<file path="src/rtl/rco_mon_if.sv">
`default_nettype none
// +--------------------------------------------------------------------+
// | rco_mon_if : strobe input, clear and status bundle of rco_monitor  |
// | Revision   : 1.0                                                   |
// +--------------------------------------------------------------------+
interface rco_mon_if #(
  parameter int CNT_W = 8
);
  logic             rco_in;
  logic             clear;
  logic [CNT_W-1:0] tick_count;
  logic             locked;
  logic             err_early;
  logic             err_late;
  logic [1:0]       state;

  modport master (
    output rco_in, clear,
    input  tick_count, locked, err_early, err_late, state
  );

  modport slave (
    input  rco_in, clear,
    output tick_count, locked, err_early, err_late, state
  );
endinterface
`default_nettype wire

</file>
<file path="src/rtl/rco_monitor.sv">
`default_nettype none
// +--------------------------------------------------------------------+
// | rco_monitor : checks carry-strobe spacing, locks after good runs.  |
// | Options     : RCO_MON_STICKY_ERR_EN holds error flags until clear. |
// | Revision    : 1.0                                                  |
// +--------------------------------------------------------------------+
module rco_monitor #(
  parameter int PERIOD     = 4,
  parameter int LOCK_COUNT = 3,
  parameter int CNT_W      = 8
) (
  input  wire       clk,
  input  wire       reset,
  rco_mon_if.slave  bus
);
  localparam int GAP_W = $clog2(PERIOD + 1);

  localparam logic [1:0] c_idle    = 2'b00;
  localparam logic [1:0] c_acquire = 2'b01;
  localparam logic [1:0] c_locked  = 2'b10;

  localparam logic [GAP_W-1:0] c_gap_max  = GAP_W'(PERIOD);
  localparam logic [GAP_W-1:0] c_gap_good = GAP_W'(PERIOD - 1);
  localparam logic [3:0]       c_lock_cnt = 4'(LOCK_COUNT);

  logic             r_rco_q;
  logic [GAP_W-1:0] r_gap;
  logic [3:0]       r_good_cnt;
  logic [1:0]       r_state;
  logic [CNT_W-1:0] r_count;
  logic             r_locked;
  logic             r_err_early;
  logic             r_err_late;

  logic             w_event;
  logic             w_early;
  logic             w_late;
  logic [1:0]       w_state_nxt;
  logic [3:0]       w_good_nxt;
  logic [GAP_W-1:0] w_gap_nxt;

  assign w_event = bus.rco_in & ~r_rco_q;

  always_comb begin
    w_early     = 1'b0;
    w_late      = 1'b0;
    w_state_nxt = r_state;
    w_good_nxt  = r_good_cnt;
    w_gap_nxt   = w_event ? '0 : ((r_gap == c_gap_max) ? r_gap : r_gap + 1'b1);
    case (r_state)
      c_idle: begin
        if (w_event) begin
          w_state_nxt = c_acquire;
          w_good_nxt  = 4'd0;
        end
      end
      c_acquire, c_locked: begin
        // A saturated gap means the expected strobe was missed, even if one shows up now.
        if (r_gap == c_gap_max) begin
          w_late      = 1'b1;
          w_state_nxt = c_idle;
          w_good_nxt  = 4'd0;
        end else if (w_event && (r_gap < c_gap_good)) begin
          w_early     = 1'b1;
          w_state_nxt = c_idle;
          w_good_nxt  = 4'd0;
        end else if (w_event && (r_state == c_acquire)) begin
          if (r_good_cnt + 4'd1 == c_lock_cnt) begin
            w_state_nxt = c_locked;
            w_good_nxt  = 4'd0;
          end else begin
            w_good_nxt  = r_good_cnt + 4'd1;
          end
        end
      end
      default: begin
        w_state_nxt = c_idle;
        w_good_nxt  = 4'd0;
      end
    endcase
  end

  always_ff @(posedge clk or negedge reset) begin
    if (!reset) begin
      r_rco_q     <= 1'b0;
      r_gap       <= '0;
      r_good_cnt  <= 4'd0;
      r_state     <= c_idle;
      r_count     <= '0;
      r_locked    <= 1'b0;
      r_err_early <= 1'b0;
      r_err_late  <= 1'b0;
    end else if (bus.clear) begin
      // Edge history keeps tracking so a strobe held across clear is not recounted.
      r_rco_q     <= bus.rco_in;
      r_gap       <= '0;
      r_good_cnt  <= 4'd0;
      r_state     <= c_idle;
      r_count     <= '0;
      r_locked    <= 1'b0;
      r_err_early <= 1'b0;
      r_err_late  <= 1'b0;
    end else begin
      r_rco_q    <= bus.rco_in;
      r_gap      <= w_gap_nxt;
      r_good_cnt <= w_good_nxt;
      r_state    <= w_state_nxt;
      r_locked   <= (w_state_nxt == c_locked);
      if (w_event) begin
        r_count <= r_count + 1'b1;
      end
`ifdef RCO_MON_STICKY_ERR_EN
      r_err_early <= r_err_early | w_early;
      r_err_late  <= r_err_late | w_late;
`else
      r_err_early <= w_early;
      r_err_late  <= w_late;
`endif
    end
  end

  assign bus.tick_count = r_count;
  assign bus.locked     = r_locked;
  assign bus.err_early  = r_err_early;
  assign bus.err_late   = r_err_late;
  assign bus.state      = r_state;
endmodule
`default_nettype wire

</file>
<file path="src/flat_wrapper.sv">
// flat-port wrapper written by rule: the top's interface ports become plain ports
module rco_monitor_flat 
#(
  parameter int PERIOD     = 4,
  parameter int LOCK_COUNT = 3,
  parameter int CNT_W      = 8
)
  (clk, reset, bus_rco_in, bus_clear, bus_tick_count, bus_locked, bus_err_early, bus_err_late, bus_state);
  rco_mon_if #(.CNT_W(CNT_W)) bus_i ();
  input  wire clk;
  input  wire reset;
  input wire logic [$bits(bus_i.rco_in)-1:0] bus_rco_in;
  input wire logic [$bits(bus_i.clear)-1:0] bus_clear;
  output wire logic [$bits(bus_i.tick_count)-1:0] bus_tick_count;
  output wire logic [$bits(bus_i.locked)-1:0] bus_locked;
  output wire logic [$bits(bus_i.err_early)-1:0] bus_err_early;
  output wire logic [$bits(bus_i.err_late)-1:0] bus_err_late;
  output wire logic [$bits(bus_i.state)-1:0] bus_state;
  assign bus_i.rco_in = bus_rco_in;
  assign bus_i.clear = bus_clear;
  assign bus_tick_count = bus_i.tick_count;
  assign bus_locked = bus_i.locked;
  assign bus_err_early = bus_i.err_early;
  assign bus_err_late = bus_i.err_late;
  assign bus_state = bus_i.state;
  rco_monitor #(.PERIOD(PERIOD), .LOCK_COUNT(LOCK_COUNT), .CNT_W(CNT_W)) u_core (.clk(clk), .reset(reset), .bus(bus_i));
endmodule
</file>
<file path="config.mk">
export PLATFORM = sky130hd
export DESIGN_NAME = rco_monitor_flat
export DESIGN_NICKNAME = d
export VERILOG_FILES = /design/src/rtl/rco_mon_if.sv /design/src/rtl/rco_monitor.sv /design/src/flat_wrapper.sv
export SDC_FILE = /design/constraint.sdc
export NUM_CORES = 1
export LEC_CHECK = 0
export ABC_AREA = 1
export BUFFER_PORTS_ARGS = -buffer_cell sky130_fd_sc_hd__buf_4
export CORE_ASPECT_RATIO = 0.8
export CORE_UTILIZATION = 45
export CTS_BUF_LIST = sky130_fd_sc_hd__clkbuf_8
export CTS_CLUSTER_DIAMETER = 200
export DETAILED_ROUTE_END_ITERATION = 10
export GPL_ROUTABILITY_DRIVEN = 1
export GPL_TIMING_DRIVEN = 1
export PLACE_DENSITY = 0.65
export REMOVE_ABC_BUFFERS = 1
export SLEW_MARGIN = 20
export SYNTH_ARGS = -nofsm -noshare
export SYNTH_HDL_FRONTEND = slang
export SYNTH_SLANG_ARGS = --single-unit
</file>
<file path="constraint.sdc">
create_clock -name clk -period 2.25 [get_ports clk]
set_input_delay 0.3375 -clock clk [delete_from_list [all_inputs] [get_ports clk]]
set_output_delay 0.3375 -clock clk [all_outputs]
set_load 0.005 [all_outputs]
</file>
# Word-level counts from Yosys, hierarchy flattened
# Cells that the tools add are included.
[totals]
regBits = 21
in_bits = 4
out_inout_bits = 13
word_cells = 55
[op_classes]
add_sub_neg = 3
n_lt_le_gt_ge = 1
n_eq_ne = 8
muxes = 27
bitwise_logic = 2
reduce_logical = 6
[op_table]
columns = ["cell", "n"]
rows = [
  ["4-bit two-way mux", 6],
  ["8-bit two-way mux", 2],
  ["2-bit two-way mux", 6],
  ["3-bit two-way mux", 3],
  ["8-bit by 1-bit adder with 8-bit output, second input constant", 1],
  ["1-bit two-way mux", 8],
  ["4-bit case mux with 2 select lines", 1],
  ["3-bit by 2-bit inequality test with 1-bit output, second input constant", 2],
  ["5-bit by 2-bit inequality test with 1-bit output, second input constant", 1],
  ["4-bit by 1-bit adder with 4-bit output, second input constant", 1],
  ["2-bit equality test, second input constant", 2],
  ["4-bit by 2-bit equality test with 1-bit output, second input constant", 1],
  ["2-bit case mux with 2 select lines", 1],
  ["3-bit by 1-bit adder with 3-bit output, second input constant", 1],
  ["3-bit equality test, second input constant", 1],
  ["3-bit by 2-bit < comparator with 1-bit output, second input constant", 1],
  ["2-bit by 1-bit equality test with 1-bit output, second input constant", 1],
  ["1-bit logical AND", 2],
  ["2-bit zero test", 1],
  ["2-bit AND reduction", 1],
  ["2-bit nonzero test", 1],
  ["2-bit OR reduction", 1],
  ["1-bit AND", 1],
  ["1-bit inverter", 1],
]

# Logic depth before layout (Yosys ltp)
[depth]
depth_word = 9
depth_mapped = 10
ltp_nobuf = 10

# Worst setup path before layout
# OpenSTA, ideal clock, no wires.
[synth_path]
path_kind = "register to register"
start = "register u_core.r_state[0], in the netlist u_core.bus.state[0]"
end = "register u_core.r_good_cnt[0]"
setup_ns = 0.076
arrival_ns = 1.275
required_time_ns = 2.174
setup_slack_ns = 0.898
stages_incl_launch_ff = 9
cell_sequence = "dfrtp_1 inv_1 ha_1 inv_1 nor2_1 nand3_1 o21ai_2 nand2_1 o21ai_1"
[synth_between]
elab_chain_len = 4
elab_cells_between_ends = 10
cone_classes = "4 x eq/ne; 2 x mux; 4 x reduce/logical"
[synth_lines]
columns = ["element", "line", "text"]
rows = [
  ["start, declared", "rco_monitor.sv:29", "logic [1:0] r_state;"],
  ["start signal, assigned", "rco_monitor.sv:88", "r_state <= c_idle;"],
  ["start signal, assigned", "rco_monitor.sv:98", "r_state <= c_idle;"],
  ["start signal, assigned", "rco_monitor.sv:107", "r_state <= w_state_nxt;"],
  ["2-bit equality test or 2-bit by 1-bit equality test with 1-bit output (tied branches)", "rco_monitor.sv:50, rco_monitor.sv:67", ""],
  ["2-bit OR reduction or 1-bit logical AND (tied branches)", "rco_monitor.sv:50, rco_monitor.sv:67", ""],
  ["5-bit by 2-bit inequality test with 1-bit output (no line) or 4-bit case mux with 2 select lines (tied branches)", "-", ""],
  ["2-bit AND reduction (no line) or 4-bit two-way mux (tied branches)", "-", ""],
  ["end signal, assigned", "rco_monitor.sv:106", "r_good_cnt <= w_good_nxt;"],
  ["end, declared", "rco_monitor.sv:28", "logic [3:0] r_good_cnt;"],
]
# Parallel ways exist; a longest one is shown, timed or not.
# A chain may end at the register's enable or synchronous reset.

# Final worst setup path
[layout_path]
start = "register u_core.r_state[0], in the netlist u_core.bus.state[0]"
end = "register u_core.r_good_cnt[1]"
# Same word-level chain as after synthesis.

==> flow_summary_export.csv <==
group,metric,value,unit
job,maxCapViolCount,0,
critical_path,cp_top_family,"flip-flops",
critical_path,crit_path_start_kind,"flip-flop",
critical_path,path_common_cell,"inv_1",
clock_tree,cts_sinks,21,
yosys,synth_seq_area_share,44.2,%
place,gp_congestion,0.743,
power_and_ir_drop,power.share.clock,33.3,%
die,row_count,16,
yosys,async_reset_ff_share,100,%
route,drcViolationCount,0,
die,die_area,0.00285,mm^2
die,start_util,47.9,%
timing,period_share,68.3,%
critical_path,critPathKind,"reg -> reg",
clock_tree,cts_setup_buffers,0,
cells_and_area,area_growth_syn_to_layout,18.1,%
critical_path,path_buf_inv,2,
critical_path,crit_chain,"inv_1 -> ha_1 -> inv_1 -> nor2_1 -> nand3_1 -> o21ai_2 -> nand2_1 -> o21ai_1",
clock_tree,ctsHoldBuffers,1,
die,fp.dieH,48.0,um
die,coreArea,0.00248,mm^2
critical_path,required,2.44,ns
cells_and_area,final_cells,206,
power_and_ir_drop,power.density,513,mW/mm^2
global_routing,grt_pass1_wl,3580,um
cells_and_area,final_nets,183,
critical_path,worst_setup_path_end_kind,"flip-flop",
critical_path,crit_slowest_cell,"dfrtp_1",
route,wire_per_inst,11.0,um
clock_tree,cts_root_buffer,"clkbuf_8",
yosys,synth-seq-cells,21,
power_and_ir_drop,finalPower,0.721,mW
route,top_layer,"met4",
cells_and_area,fin_util,56.6,%
power_and_ir_drop,peakVddDrop,0.000381,V
timing,clock_skew,0.00361,ns
critical_path,crit_fanout,5,
clock_tree,cts_buffer_depth,2,
critical_path,slowest_delay,0.43,ns
yosys,ys_types,22,
global_routing,grt-ovfl-total,0,
route,routed-wl-met2,973,um
power_and_ir_drop,total_leakage_power,0.761,nW
timing,hold_violations,0,
route,drt-pass1-iter-count,4,
route,drtIter0Drc,40,
place,pre_cts_slack,0.732,ns
route,routedLengthMet1,1160,um
timing,max_freq,651,MHz
timing,report.final.slew_viol_count,0,
timing,slew_headroom,78.3,%
clock_tree,cts_max_level,1,
timing,tns,0,ns
global_routing,grt_start_max_net_pins,22,
cells_and_area,drive_gt1_share,17.6,%
clock_tree,numCtsBuffers,3,
clock_tree,clk_pin_slew,0.07,ns
yosys,yosysWarnings,0,
timing,finalSetupViolCount,0,
critical_path,crit_arrival,1.72,ns
clock_tree,worstSkewPairLatency,0.26,ns
timing,grt_setup_unrepaired,"false",
power_and_ir_drop,intPower,0.539,mW
route,vias,982,
yosys,synthFlopType,"dfrtp_1",
clock_tree,cts_tree,"yes",
global_routing,grt_antenna_before_repair,0,
route,wl_met3,106,um
run_status,status,"finished, final reports clean",
route,ant_nets,0,
clock_tree,ctsResizeCount,0,
global_routing,grt_pass1_vias,800,
timing,fin_crit,1.54,ns
min_path,hp-class,"in -> reg",
timing,worst_slew_pin_slew,0.326,ns
yosys,synth-edff-count,0,
die,pin_count,17,
place,hpwl,1800,um
cells_and_area,num_antenna_cells,0,
power_and_ir_drop,power_frac_comb,11.5,%
place,place_inst,201,
yosys,synth_area_per_cell,7.92,um^2
yosys,syn_inst,150,
route,wirelength,2270,um
power_and_ir_drop,p_switching,0.182,mW
die,dieWidth,59.5,um
place,io_buffers,16,
power_and_ir_drop,pwr-share-seq,55.2,%
global_routing,grtUsageTotal,18.2,%
power_and_ir_drop,p_sw_share,25.2,%
route,via_per_inst,4.77,
yosys,syn_area,0.00119,mm^2
timing,worst_slack,0.714,ns
-- power groups by stage --
stage | Combinational, mW | Sequential (mW) | Clock, mW
floorplan | 0.0505 | 0.403 | 0
global placement | 0.0788 | 0.404 | 0
detailed placement | 0.0824 | 0.405 | 0
CTS | 0.0843 | 0.397 | 0.247
global route | 0.0946 | 0.398 | 0.264
finish | 0.0830 | 0.398 | 0.240
-- stage by stage --
step / instance area (um^2) / hold WS (ns)
finish: 1400 / 0.188
global route: 1400 / 0.175
CTS: 1400 / 0.183
detailed placement: 1350 / 0.239
global placement: 1350 / 0.235
floorplan: 1180 / 0.0419
-- cell type report --
class / count / area, um^2
fillers: 251 / 1080
multi-input cells: 95 / 534
flip-flops and latches: 21 / 526
repair buffers: 17 / 130
inverters: 33 / 124
well taps: 36 / 45.0
clock buffers: 3 / 41.3
clock inverters: 1 / 3.75
-- worst register-to-register path: cells and delay by family, from the launching register on --
kind	cells	cell delay (ns)
flip-flops	1	0.43
AND/OR/NAND/NOR	3	0.32
AO/OA/AOI/OAI	2	0.29
adder cells (fa/ha/maj)	1	0.28
buffers and inverters	2	0.13
-- registers in the layout, indices dropped and copies added, names as in the netlist --
signal,cells
u_core.bus.tick_count,8
u_core.r_good_cnt,4
u_core.r_gap,3
u_core.bus.state,2
u_core.bus.err_early,1
u_core.bus.err_late,1
u_core.bus.locked,1
u_core.r_rco_q,1
-- per-layer routing --
layer  track usage [%]  vias to the layer above
met5                 0                        -
met4              7.14                        0
met3              6.49                        6
met2              27.6                       23
met1              24.0                      447
li1                  -                      506
-- cells in the final DEF, fill, tap and decap left out --
| cell type | netlist | final |
|---|---|---|
| clkbuf_8 | 0 | 3 |
| nand3_2 | 2 | 2 |
| nor3_1 | 1 | 1 |
| ha_1 | 8 | 8 |
| nand4_1 | 4 | 4 |
| inv_2 | 1 | 1 |
| o21ai_2 | 1 | 1 |
| nand2_1 | 32 | 32 |
| a21oi_1 | 7 | 7 |
| nand2_2 | 3 | 3 |
| o21ai_1 | 4 | 4 |
| a211oi_1 | 1 | 1 |
| buf_4 | 0 | 16 |
| nor2_8 | 1 | 1 |
| xor2_1 | 1 | 1 |
| nor2_2 | 1 | 1 |
| inv_1 | 32 | 33 |
| dfrtp_1 | 21 | 21 |
| a21oi_2 | 1 | 1 |
| nor2_1 | 13 | 13 |
| dlygate4sd3_1 | 0 | 1 |
| nor2_4 | 1 | 1 |
| o21ai_0 | 8 | 8 |
| nand3_1 | 6 | 6 |
-- synth_stat cells, types with 2 or more instances --
cell     number  area (um^2)
nand3_2       2         20.0
nor2_1       13         48.8
nand4_1       4         25.0
ha_1          8          100
a21oi_1       7         35.0
o21ai_0       8         40.0
nand2_1      32          120
dfrtp_1      21          526
o21ai_1       4         20.0
inv_1        32          120
nand3_1       6         30.0
nand2_2       3         18.8
-- worst paths after layout --
path / from / slack [ns] / end / cells after the start
max: u_core.bus.state[0] / 0.71 / u_core.r_good_cnt[1] / 8
min: bus_rco_in / 0.19 / u_core.r_rco_q / 1
max reg2reg: u_core.bus.state[0] / 0.71 / u_core.r_good_cnt[1] / 8
min reg2reg: u_core.r_good_cnt[3] / 0.53 / u_core.r_good_cnt[3] / 2
max in group asynchronous: reset / 1.55 / u_core.r_good_cnt[2] / 2
min in group asynchronous: reset / 0.49 / u_core.bus.tick_count[2] / 2
-- cell families (layout without fill, tap and decap cells) --
kind of cell,Yosys count,count (layout),share of synthesized area [%]
and+or+nand+nor,64,64,25.7
buffers and inverters,34,54,10.8
AOI/OAI and AO/OA,22,22,10.1
DFF,21,21,44.2
adders and majority gates,8,8,8.42
xor gates and xnor gates,1,1,0.737
(Power assumes the default switching activity.)
